==> src/rtl/mmt_pkg.sv <==
// mmt_pkg: register offsets, STATUS/CTRL bit positions and FSM states for mmio_transpose_buf
package mmt_pkg;
   localparam logic [1:0] OFS_CTRL   = 2'd0;
   localparam logic [1:0] OFS_STATUS = 2'd1;
   localparam logic [1:0] OFS_DATA   = 2'd2;
   localparam logic [1:0] OFS_DIM    = 2'd3;
   localparam int ST_DRAIN_BIT   = 0;
   localparam int ST_EMPTY_BIT   = 1;
   localparam int ST_OVF_BIT     = 2;
   localparam int ST_UNF_BIT     = 3;
   localparam int ST_CNT_LSB     = 8;
   localparam int CTRL_CLR_BIT   = 0;
   localparam int CTRL_IRQEN_BIT = 1;
   typedef enum logic {ST_FILL, ST_DRAIN} state_t;
endpackage

==> src/rtl/mmt_store.sv <==
// mmt_store: DIM*DIM x 16 storage, one synchronous write port and one combinational read port
module mmt_store #(
   parameter int LOG2_DIM = 2
) (
   input  logic                  i_clk,
   input  logic                  i_we,
   input  logic [2*LOG2_DIM-1:0] i_waddr,
   input  logic [15:0]           i_wdata,
   input  logic [2*LOG2_DIM-1:0] i_raddr,
   output logic [15:0]           o_rdata
);
   logic [15:0] r_mem [1 << (2*LOG2_DIM)];
   always_ff @(posedge i_clk) begin
      if (i_we) r_mem[i_waddr] <= i_wdata;
   end
   assign o_rdata = r_mem[i_raddr];
endmodule

==> src/rtl/mmio_transpose_buf.sv <==
// mmio_transpose_buf: row-major fill / column-major drain matrix buffer on the per_* bus; MMT_IRQ_EN adds irq
module mmio_transpose_buf
   import mmt_pkg::*;
#(
   parameter logic [13:0] BASE_ADDR = 14'h090,
   parameter int          LOG2_DIM  = 2
) (
   input  logic        mclk,
   input  logic        puc_rst,
   input  logic [13:0] per_addr,
   input  logic [15:0] per_din,
   input  logic        per_en,
   input  logic [1:0]  per_we,
   output logic [15:0] per_dout
`ifdef MMT_IRQ_EN
   ,
   output logic        irq
`endif
);
   localparam int AW = 2*LOG2_DIM;
   localparam int CW = AW + 1;
   localparam int NE = 1 << AW;
   localparam logic [CW-1:0] LAST = CW'(NE - 1);
   localparam logic [CW-1:0] FULL = CW'(NE);
   logic [13:0]   w_ofs;
   logic [1:0]    w_reg;
   logic          w_hit, w_wr, w_rd, w_push, w_pop, w_clr, w_st_wr, w_ctrl_wr, w_drain;
   state_t        r_state, w_state_nxt;
   logic [CW-1:0] r_wcnt, r_rcnt, w_cnt;
   logic          r_ovf, r_unf;
   logic [AW-1:0] w_raddr;
   logic [15:0]   w_rdata, w_status, w_ctrl;
   assign w_ofs     = per_addr - BASE_ADDR;
   assign w_hit     = w_ofs < 14'd4;
   assign w_reg     = w_ofs[1:0];
   assign w_wr      = per_en && per_we == 2'b11 && w_hit;
   assign w_rd      = per_en && per_we == 2'b00 && w_hit;
   assign w_push    = w_wr && w_reg == OFS_DATA;
   assign w_pop     = w_rd && w_reg == OFS_DATA;
   assign w_ctrl_wr = w_wr && w_reg == OFS_CTRL;
   assign w_clr     = w_ctrl_wr && per_din[CTRL_CLR_BIT];
   assign w_st_wr   = w_wr && w_reg == OFS_STATUS;
   assign w_drain   = r_state == ST_DRAIN;
   always_ff @(posedge mclk) begin
      if (puc_rst) r_state <= ST_FILL;
      else r_state <= w_state_nxt;
   end
   always_comb begin
      w_state_nxt = r_state;
      if (w_clr) w_state_nxt = ST_FILL;
      else if (w_push && !w_drain && r_wcnt == LAST) w_state_nxt = ST_DRAIN;
      else if (w_pop && w_drain && r_rcnt == LAST) w_state_nxt = ST_FILL;
   end
   // Wrong-direction accesses only raise the sticky flags; counters stay put.
   always_ff @(posedge mclk) begin
      if (puc_rst || w_clr) begin
         r_wcnt <= '0;
         r_rcnt <= '0;
         r_ovf  <= 1'b0;
         r_unf  <= 1'b0;
      end else begin
         if (w_push && !w_drain) begin
            r_wcnt <= r_wcnt + 1'b1;
            if (r_wcnt == LAST) r_rcnt <= '0;
         end
         if (w_push && w_drain) r_ovf <= 1'b1;
         if (w_pop && w_drain) begin
            r_rcnt <= r_rcnt + 1'b1;
            if (r_rcnt == LAST) r_wcnt <= '0;
         end
         if (w_pop && !w_drain) r_unf <= 1'b1;
         if (w_st_wr && per_din[ST_OVF_BIT]) r_ovf <= 1'b0;
         if (w_st_wr && per_din[ST_UNF_BIT]) r_unf <= 1'b0;
      end
   end
   // Swapping the row/column fields of the pop index turns row-major storage into column-major reads.
   assign w_raddr = {r_rcnt[LOG2_DIM-1:0], r_rcnt[AW-1:LOG2_DIM]};
   mmt_store #(.LOG2_DIM(LOG2_DIM)) u_store (
      .i_clk   (mclk),
      .i_we    (w_push && !w_drain),
      .i_waddr (r_wcnt[AW-1:0]),
      .i_wdata (per_din),
      .i_raddr (w_raddr),
      .o_rdata (w_rdata)
   );
`ifdef MMT_IRQ_EN
   logic r_irq_en, r_irq;
   always_ff @(posedge mclk) begin
      if (puc_rst) r_irq_en <= 1'b0;
      else if (w_ctrl_wr) r_irq_en <= per_din[CTRL_IRQEN_BIT];
   end
   always_ff @(posedge mclk) begin
      if (puc_rst) r_irq <= 1'b0;
      else r_irq <= r_irq_en && w_drain;
   end
   assign irq    = r_irq && w_drain;
   assign w_ctrl = 16'(r_irq_en) << CTRL_IRQEN_BIT;
`else
   assign w_ctrl = 16'h0;
`endif
   assign w_cnt    = w_drain ? FULL - r_rcnt : r_wcnt;
   assign w_status = (16'(w_cnt) << ST_CNT_LSB) | (16'(r_unf) << ST_UNF_BIT) | (16'(r_ovf) << ST_OVF_BIT)
                   | (16'(w_cnt == '0) << ST_EMPTY_BIT) | (16'(w_drain) << ST_DRAIN_BIT);
   assign per_dout = !w_rd                ? 16'h0 :
                     w_reg == OFS_CTRL    ? w_ctrl :
                     w_reg == OFS_STATUS  ? w_status :
                     w_reg == OFS_DATA    ? (w_drain ? w_rdata : 16'h0) :
                                            16'(1 << LOG2_DIM);
endmodule

==> config.mk <==
export PLATFORM = sky130hd
export DESIGN_NAME = mmio_transpose_buf
export DESIGN_NICKNAME = d
export VERILOG_FILES = /design/src/rtl/mmt_pkg.sv /design/src/rtl/mmt_store.sv /design/src/rtl/mmio_transpose_buf.sv
export SDC_FILE = /design/constraint.sdc
export NUM_CORES = 1
export LEC_CHECK = 0
export CELL_PAD_IN_SITES_DETAIL_PLACEMENT = 0
export CELL_PAD_IN_SITES_GLOBAL_PLACEMENT = 1
export CORE_AREA = 2 2 129 193
export CTS_BUF_LIST = sky130_fd_sc_hd__clkbuf_4 sky130_fd_sc_hd__clkbuf_8
export DETAILED_ROUTE_END_ITERATION = 10
export DIE_AREA = 0 0 131 195
export PLACE_DENSITY = 0.79
export SLEW_MARGIN = 15
export SYNTH_ARGS = -nofsm -noshare
export SYNTH_HDL_FRONTEND = slang
export SYNTH_SLANG_ARGS = --single-unit
==> constraint.sdc <==
create_clock -name mclk -period 2.5 [get_ports mclk]
set_input_delay 0.5 -clock mclk [delete_from_list [all_inputs] [get_ports mclk]]
set_output_delay 0.5 -clock mclk [all_outputs]
set_load 0.05 [all_outputs]
==> flow_metrics.env, run 1 <==
export IMPL_status="finished with violations"
export IMPL_violations="setup timing"
export IMPL_yosys_area_top_type="edfxtp_1"
export IMPL_place_port_buffers=50
export IMPL_syn_cell_area_sq_um=11000
export IMPL_power_leakage_nw=4.60
export IMPL_dpl_hpwl_mm=15.7
export IMPL_worstHoldStart="r_ovf$_SDFFE_PP0P_"
export IMPL_fin_crit_ns=3.10
export IMPL_start_util_pct=46.4
export IMPL_grt_max_degree=28
export IMPL_highest_layer="met4"
export IMPL_drt_initial_drc_count=595
export IMPL_synth_seq_cells=273
export IMPL_pre_cts_ws_ns=-0.453
export IMPL_wl_met1_mm=9.89
export IMPL_area_growth_pct=27.7
export IMPL_antennaDiodeCount=0
export IMPL_cp_max_fo=14
export IMPL_drtAntennaViolNets=0
export IMPL_cts_tree="built"
export IMPL_yosysWarnings=0
export IMPL_final_hold_viol_count=0
export IMPL_dr_pass1_iters=5
export IMPL_setup_tns_ns=-8.21
export IMPL_critPathKind="reg -> out"
export IMPL_core_sq_um=23700
export IMPL_ctsHoldBuffers=0
export IMPL_relSlewSlack_pct=59.2
export IMPL_finalMaxSlewViolations=0
export IMPL_die_x_um=131
export IMPL_antenna_found_initial=0
export IMPL_tightest_slew_ns=0.611
export IMPL_io_pins=51
export IMPL_critical_path_required_ns=2.00
export IMPL_htree_num_levels=2
export IMPL_synth_edf_count=256
export IMPL_nets=762
export IMPL_fin_crit_sh_pct=124
export IMPL_worstPathArrival_ns=2.60
export IMPL_syn_inst=564
export IMPL_routed_via_count=6098
export IMPL_powerDensity_nw_per_um2=665
export IMPL_end_kind="output pin"
export IMPL_met3_length_mm=1.44
export IMPL_fin_area_sq_um=14100
export IMPL_synth_area_leaders="edfxtp_1 (70%), mux4_2 (12%), dfxtp_1 (3.1%)"
export IMPL_clk_insertion_delay_late_ns=0.54
export IMPL_peakVddDrop_mv=0.355
export IMPL_track_usage_pct=20.6
export IMPL_layout_common_cells="edfxtp_1 (256), mux4_2 (63), buf_4 (63), clkbuf_8 (43), buf_12 (38)"
export IMPL_cts_reportedPaths_clkPinSlew_ns=0.06
export IMPL_r2r_start="r_wcnt[1]$_SDFF_PP0_"
export IMPL_grt_first_pass_wirelength_mm=38.4
export IMPL_syn_area_per_cell_sq_um=19.5
export IMPL_numCtsBuffers=39
export IMPL_final_util_pct=59.3
export IMPL_grt_pass1_vias=6415
export IMPL_rsz0062_at_grt="true"
export IMPL_fmax_ghz=0.322
export IMPL_die_area_sq_um=25500
export IMPL_rows=69
export IMPL_layout_setup_ws_ns=-0.605
export IMPL_synthesis_nets=607
export IMPL_routed_wl_mm=25.5
export IMPL_r2r_slack_ns=0.35
export IMPL_cap_violations=0
export IMPL_seq_area_frac_synth_pct=72.9
export IMPL_synthFlopType="edfxtp_1"
export IMPL_cts_sink_count=273
export IMPL_overflow=0
export IMPL_hp_class="reg -> reg"
export IMPL_clockRootBuffer="clkbuf_8"
export IMPL_synthArstFlopShare_pct=0
export IMPL_fin_skew_ns=0.0170
export IMPL_place_gp_congestion=0.811
export IMPL_yosys_area_top_type_share_pct=69.8
export IMPL_yosysUniqueCellTypes=43
export IMPL_dieHeight_um=195
export IMPL_startpoint_type="register"
export IMPL_via_per_inst=5.70
export IMPL_fin_hold_ws_ns=0.509
export IMPL_wl_met2_mm=13.3
export IMPL_cts_buffer_depth=3
export IMPL_setup_viol=16
export IMPL_drive_gt1_share_pct=36.0
export IMPL_place_area_sq_um=12900
export IMPL_drc=0
export IMPL_mostFrequentLayoutCell="edfxtp_1"
export IMPL_routedWlPerCell_um=23.8
-- power breakdown --
part	switching, mW	internal [mW]
combinational	0.0804	0.0622
clock	1.66	2.57
sequential	0.00000133	4.99
total	1.74	7.62
-- worst max-delay path, stage by stage (launching register included) --
cell	delay [ns]
dfxtp_4	0.40
buf_12	0.17
mux4_2	0.50
mux2i_1	0.18
nor2_1	0.09
a211oi_2	0.26
buf_4	0.17
o22ai_1	0.11
buf_12	0.18
-- kinds of logic after synthesis --
family                     share of synthesized area (%)
muxes                                               15.7
AOI/OAI and AO/OA                                   2.96
and+or+nand+nor                                     5.26
adders and majority gates                          0.908
DFF                                                 72.9
buffers and inverters                               1.81
xor gates and xnor gates                           0.477
-- routing by layer --
| metal | global-route usage (%) | vias to the layer above |
|---|---|---|
| li1 | - | 2647 |
| met1 | 27.5 | 3166 |
| met2 | 34.1 | 236 |
| met3 | 2.88 | 49 |
| met4 | 8.39 | 0 |
| met5 | 0 | - |
-- what timing repair did --
| action | 4_1_cts | 5_1_grt |
|---|---|---|
| resized for setup | 17 | 16 |
| setup buffers | 7 | 3 |
| pin swaps | 1 | 7 |
| endpoints found under the setup margin | 16 | 32 |
| cloned | 1 | 1 |
-- registers in the layout (all words and copies together) (netlist names), named ones only --
| register | flops |
|---|---|
| r_ovf | 1 |
| r_state | 1 |
| u_store.r_mem | 256 |
| r_wcnt | 5 |
| r_rcnt | 5 |
| r_unf | 1 |
-- stage by stage --
stage | power, mW | std cells
floorplan | 5.10 | 564
global placement | 5.22 | 986
detailed placement | 5.23 | 986
CTS | 9.43 | 1066
global route | 9.63 | 1069
finish | 9.36 | 1069
-- layout make-up --
class	count	area, sq um
Clock buffer	52	659
Clock inverter	20	304
Fill cell	1670	9670
Inverter	9	33.8
Multi-Input combinational cell	252	2910
Sequential cell	273	8040
Tap cell	319	399
Timing Repair Buffer	144	1730
-- Yosys cell counts, drive strengths merged, types with 7 or more instances --
| master | number |
|---|---|
| edfxtp | 256 |
| mux4 | 68 |
| and3 | 23 |
| nor2 | 19 |
| dfxtp | 17 |
| nand2 | 17 |
| buf | 15 |
| clkbuf | 15 |
| mux2i | 15 |
| a21oi | 11 |
| and2 | 9 |
| inv | 9 |
| nor3 | 9 |
| a211oi | 8 |
| ha | 8 |
| nor2b | 8 |
| a311oi | 7 |
| nand3 | 7 |
-- final timing paths --
kind                       endpoint  depth (start not counted)
min              r_ovf$_SDFFE_PP0P_                          2
min reg2reg      r_ovf$_SDFFE_PP0P_                          2
max                     per_dout[9]                          8
max reg2reg  r_rcnt[4]$_SDFFE_PP0P_                          7
Note: power is estimated with default switching activity, not from simulation.
==> inputs of run 2 (changes only) <==
Settings changed: ABC_AREA set to 0, CAP_MARGIN set to 20.
==> results of run 2 <==
Final layout, timing and power as in run 1 (identical DEF).
